**src/rtl/deconv_pkg.sv**
```systemverilog
`default_nettype none
// ============================================================================
// Package     : deconv_pkg
// Description : Shared defaults, serializer state encoding and frame geometry
//               helpers for deconv2D and its output serializer.
// Revision    : 1.0 - initial release
// ============================================================================
package deconv_pkg;

  // Default geometry shared with deconv2D
  localparam int DEFAULT_N           = 2;
  localparam int DEFAULT_K           = 3;
  localparam int DEFAULT_PIXEL_WIDTH = 8;
  localparam int DEFAULT_STRIDE      = 3;

  // Serializer state encoding
  typedef enum logic [0:0] {
    SER_IDLE   = 1'b0,
    SER_STREAM = 1'b1
  } ser_state_e;

  // Side of the deconvolved output frame
  function automatic int out_dim(input int n, input int k);
    return n * k;
  endfunction

  // Number of pixels in one output frame
  function automatic int frame_size(input int n, input int k);
    return (n * k) * (n * k);
  endfunction

  // Width of a counter covering 0..d-1, never narrower than one bit
  function automatic int count_width(input int d);
    return (d > 1) ? $clog2(d) : 1;
  endfunction

endpackage : deconv_pkg
`default_nettype wire

```
**src/rtl/deconv_out_serializer.sv**
```systemverilog
`default_nettype none
// ============================================================================
// Module      : deconv_out_serializer
// Description : Captures a full parallel deconv2D output frame on the rising
//               edge of done_in and streams it out one pixel per valid/ready
//               handshake in raster order, tagging end-of-row / end-of-frame.
//               Frames arriving while a stream is in progress are dropped
//               and counted.
// Revision    : 1.0 - initial release
// ============================================================================
module deconv_out_serializer
  import deconv_pkg::*;
#(
  parameter  int N           = DEFAULT_N,
  parameter  int K           = DEFAULT_K,
  parameter  int PIXEL_WIDTH = DEFAULT_PIXEL_WIDTH,
  localparam int OUT_DIM     = out_dim(N, K),
  localparam int FRAME       = frame_size(N, K),
  localparam int CW          = count_width(OUT_DIM),
  localparam int IW          = count_width(FRAME)
) (
  input  logic                   clk,
  input  logic                   rst,
  input  logic                   done_in,
  input  logic [PIXEL_WIDTH-1:0] image_in [0:FRAME-1],
  output logic                   m_valid,
  input  logic                   m_ready,
  output logic [PIXEL_WIDTH-1:0] m_data,
  output logic [CW-1:0]          m_row,
  output logic [CW-1:0]          m_col,
  output logic                   m_eol,
  output logic                   m_last,
  output logic                   capture_ready,
  output logic [7:0]             drop_count
);

  localparam logic [IW-1:0] LAST_IDX = IW'(FRAME - 1);
  localparam logic [CW-1:0] LAST_COL = CW'(OUT_DIM - 1);
  localparam logic [7:0]    DROP_MAX = 8'hFF;

  ser_state_e             state_q, state_d;
  logic                   done_prev_q, done_prev_d;
  logic [IW-1:0]          idx_q, idx_d;
  logic [CW-1:0]          row_q, row_d;
  logic [CW-1:0]          col_q, col_d;
  logic [7:0]             drop_q, drop_d;
  logic [PIXEL_WIDTH-1:0] frame_q [0:FRAME-1];
  logic [PIXEL_WIDTH-1:0] frame_d [0:FRAME-1];
  logic                   done_rise;

  // Next-state, counters, capture and output decode; outputs depend only on
  // registered state so m_ready never reaches m_valid combinationally
  always_comb begin
    state_d       = state_q;
    done_prev_d   = done_in;
    idx_d         = idx_q;
    row_d         = row_q;
    col_d         = col_q;
    drop_d        = drop_q;
    frame_d       = frame_q;
    done_rise     = done_in & ~done_prev_q;

    m_valid       = 1'b0;
    capture_ready = 1'b0;
    m_data        = '0;
    m_row         = row_q;
    m_col         = col_q;
    m_eol         = 1'b0;
    m_last        = 1'b0;
    drop_count    = drop_q;

    case (state_q)
      SER_IDLE: begin
        capture_ready = 1'b1;
        if (done_rise) begin
          // Whole frame is snapshotted here; image_in is ignored afterwards
          frame_d = image_in;
          idx_d   = '0;
          row_d   = '0;
          col_d   = '0;
          state_d = SER_STREAM;
        end
      end

      SER_STREAM: begin
        m_valid = 1'b1;
        m_data  = frame_q[idx_q];
        m_eol   = (col_q == LAST_COL);
        m_last  = (idx_q == LAST_IDX);

        // A new frame while busy is lost, including on the final handshake
        if (done_rise && (drop_q != DROP_MAX)) begin
          drop_d = drop_q + 8'd1;
        end

        if (m_ready) begin
          if (idx_q == LAST_IDX) begin
            idx_d   = '0;
            row_d   = '0;
            col_d   = '0;
            state_d = SER_IDLE;
          end else begin
            idx_d = idx_q + 1'b1;
            if (col_q == LAST_COL) begin
              col_d = '0;
              row_d = row_q + 1'b1;
            end else begin
              col_d = col_q + 1'b1;
            end
          end
        end
      end

      default: begin
        state_d = SER_IDLE;
      end
    endcase
  end

  // Control registers with synchronous active-low reset
  always_ff @(posedge clk) begin
    if (!rst) begin
      state_q     <= SER_IDLE;
      done_prev_q <= 1'b0;
      idx_q       <= '0;
      row_q       <= '0;
      col_q       <= '0;
      drop_q      <= '0;
    end else begin
      state_q     <= state_d;
      done_prev_q <= done_prev_d;
      idx_q       <= idx_d;
      row_q       <= row_d;
      col_q       <= col_d;
      drop_q      <= drop_d;
    end
  end

  // Frame buffer; contents are only meaningful while streaming, so no reset
  always_ff @(posedge clk) begin
    frame_q <= frame_d;
  end

endmodule : deconv_out_serializer
`default_nettype wire

```
**config.mk**
```make
export PLATFORM = sky130hd
export DESIGN_NAME = deconv_out_serializer
export DESIGN_NICKNAME = d
export VERILOG_FILES = /design/src/rtl/deconv_pkg.sv /design/src/rtl/deconv_out_serializer.sv
export SDC_FILE = /design/constraint.sdc
export NUM_CORES = 1
export LEC_CHECK = 0
export ABC_AREA = 1
export CORE_MARGIN = 3
export CORE_UTILIZATION = 40
export CTS_CLUSTER_DIAMETER = 200
export CTS_CLUSTER_SIZE = 20
export DETAILED_ROUTE_END_ITERATION = 6
export GPL_TIMING_DRIVEN = 0
export PLACE_DENSITY = 0.77
export SLEW_MARGIN = 0
export SYNTH_ARGS = -nofsm -noshare
export SYNTH_HDL_FRONTEND = slang
export SYNTH_SLANG_ARGS = --single-unit
```
**constraint.sdc**
```tcl
create_clock -name clk -period 8.9 [get_ports clk]
set_input_delay 1.335 -clock clk [delete_from_list [all_inputs] [get_ports clk]]
set_output_delay 1.335 -clock clk [all_outputs]
set_load 0.02 [all_outputs]
```
==> results.tsv <==
stage	metric	value	unit
synth	syn_nets	1446	
setup_path	required	7.57	ns
min_path	worstHoldPathType	reg2reg	
run_status	status	finished, final reports clean	
clocking	htree_levels	1	
routing	vias	9726	
floorplan	die_h	184.4	um
power	pwr_density_cell	172.1	nW/um^2
synth	syn_inst	1151	
floorplan	rows	64	
synth	ys_types	28	
setup_path	startpoint_type	flop	
floorplan	core	30990	sq um
routing	routed_via_density	5.141	
routing	drc	0	
synth	ys_seq_elements	310	
timing	fin_skew	0.009654	ns
clocking	cts.repair.resized	0	
global_route	grt_max_degree	150	
global_route	grt_pass1_vias	9723	
synth	synth-seq-area-share	0.7138	
clocking	cts_tree	yes	
global_route	use_met1	0.2809	
global_route	grt_pass1_wl	54.77	mm
synth	syn_area_per_cell	11.06	sq um
cells_and_area	syn_to_final_growth	33.29	%
floorplan	fp.dieArea	34010	sq um
power	leakagePower	6.402	nW
cells_and_area	final_cell_mix	nand2_1 (421), clkdlybuf4s50_1 (316), edfxtp_1 (288)	
timing	fin_hold_ws	0.4968	ns
cells_and_area	drive_above_1_share	0.04880	
cells_and_area	final_common_cell	nand2_1	
timing	timing.final.ws_setup	4.300	ns
clocking	hold_buffers	0	
placed_design	gp_congestion	0.8782	
timing	relSlewSlack	0.4356	
synth	synth_area	12730	sq um
clocking	cts.clk_slew.worst_paths	0.08	ns
synth	synthArstFlopShare	0	
power	total_power	2.922	mW
timing	setup_viol	0	
setup_path	endpoint_kind	output pin	
setup_path	arrival	3.27	ns
global_route	grt_use_met3	0.03316	
clocking	clock_latency	0.52	ns
clocking	cts_setup_buffers	0	
global_route	globalRouteTotalUtil	0.2118	
timing	fmax	217.4	MHz
timing	worstMarginPinSlew	0.8466	ns
floorplan	fp.dieW	184.4	um
routing	drtPass1Iterations	5	
routing	wirelength	37.09	mm
routing	wl_per_cell	19.61	um
global_route	grt.busiest_layer	met2	
cells_and_area	nNetsFinal	1785	
setup_path	crit_fanout	10	
global_route	overflow	0	
placed_design	dp_slack	4.946	ns
flow_run	drv_cap	0	
global_route	grt_use_met2	0.3629	
routing	dr.first_iter.drc_count	914	
synth	yosysWarnings	0	
floorplan	ios	318	
clocking	clockBufferDepth	3	
synth	synth_edf_count	288	
global_route	antenna_found_initial	1	
timing	rsz0062_at_grt	no	
clocking	cts_root_buf	clkbuf_16	
clocking	cts_buffers	19	
timing	drv_slew	0	
clocking	clock-sinks	310	
placed_design	portBuffers	316	
timing	hold_viol_final	0	
power	ir_drop	0.1306	mV
floorplan	initial_utilization	0.4109	
timing	timing.final.crit_share	0.5169	
synth	synth-main-ff-cell	edfxtp_1	
timing	finalCriticalPeriod	4.600	ns
setup_path	worstSetupPathType	reg2out	
routing	drtAntennaViolNets	0	
placed_design	dp_hpwl	27.16	mm
cells_and_area	diodes	0	
==> critical path, cell delays in order, from the launching register on <==
cell and delay, ns:
dfxtp_1 0.39, inv_2 0.27, buf_1 0.52, nand2_1 0.13, nand3_1 0.09, nand3_1 0.09
nand2_1 0.16, nand2_1 0.08, nand2_1 0.11, nand2_1 0.05, a21oi_1 0.22, clkdlybuf4s50_1 0.65
==> path summary, 6_finish.rpt <==
kind	startpoint	to	slack, ns	cells past startpoint
worst max register to register	idx_q[2]	idx_q[5]	6.99	7
worst max-delay path	idx_q[1]	m_data[1]	4.30	11
worst min register to register	m_row[1]	m_row[1]	0.50	2
worst min-delay path	m_row[1]	m_row[1]	0.50	2
==> cell type report <==
class                           instances  area (sq um)
Timing Repair Buffer                  318          3218
Buffer                                 60         316.6
Tap cell                              396         495.5
Inverter                               59         229.0
Multi-Input combinational cell        722          3107
Fill cell                            2547         14020
Clock inverter                          2         20.02
Sequential cell                       310          9089
Clock buffer                           25         498.0
==> registers in the layout, indices dropped and copies added, names as in the netlist <==
register,count
drop_count,8
idx_q,6
frame_q,288
m_row,3
done_prev_q,1
m_col,3
state_q,1
==> routing by layer <==
layer | wire length (um) | vias to the layer above | part of all wire
met1 | 15000 | 4574 | 0.40
li1 | - | 4605 | -
met4 | 1213 | 2 | 0.033
met2 | 18040 | 476 | 0.49
met3 | 2826 | 69 | 0.076
met5 | 13 | - | 0.00035
==> cell families after synthesis <==
logic type | after synthesis | share of synthesized area
xor gates and xnor gates | 4 | 0.002752
and+or+nand+nor | 653 | 0.2122
buffers and inverters | 119 | 0.04225
DFF | 310 | 0.7138
AOI/OAI and AO/OA | 62 | 0.02604
adders and majority gates | 3 | 0.002948
==> synthesized netlist by cell type (2+ instances only) <==
| master | instances | area [sq um] |
|---|---|---|
| ha_1 | 3 | 37.54 |
| buf_4 | 6 | 45.04 |
| a21oi_1 | 22 | 110.1 |
| buf_2 | 31 | 155.2 |
| buf_1 | 5 | 18.77 |
| edfxtp_1 | 288 | 8648 |
| nor3_1 | 3 | 15.01 |
| xor2_1 | 2 | 17.52 |
| inv_1 | 51 | 191.4 |
| nand2_1 | 421 | 1580 |
| dfxtp_1 | 22 | 440.4 |
| xnor2_1 | 2 | 17.52 |
| buf_6 | 4 | 45.04 |
| o22ai_1 | 8 | 50.05 |
| nand3_1 | 185 | 925.9 |
| o21ai_0 | 26 | 130.1 |
| a211oi_1 | 2 | 15.01 |
| o21ai_1 | 2 | 10.01 |
| clkinv_1 | 2 | 7.510 |
| clkbuf_1 | 14 | 52.55 |
| nand4_1 | 3 | 18.77 |
| nor2_1 | 38 | 142.6 |
| inv_2 | 6 | 22.52 |
==> power breakdown <==
| group | total, mW | internal [mW] | switching (mW) |
|---|---|---|---|
| clock network | 0.861 | 0.397 | 0.464 |
| registers | 1.70 | 1.68 | 0.0211 |
| logic | 0.356 | 0.174 | 0.181 |
| total | 2.92 | 2.26 | 0.667 |
==> stage by stage <==
| stage | area (sq um) | util | TNS (ns) | std cells |
|---|---|---|---|---|
| after floorplan | 12730 | - | 0 | 1151 |
| after global placement | 16390 | 0.5289 | -338.35 | 1863 |
| after detailed placement | 16450 | 0.5310 | 0 | 1865 |
| after CTS | 16970 | 0.5477 | 0 | 1892 |
| after global routing | 16970 | 0.5477 | 0 | 1892 |
| final | 16970 | 0.5477 | 0 | 1892 |
Note: power is estimated with default switching activity, not from simulation.
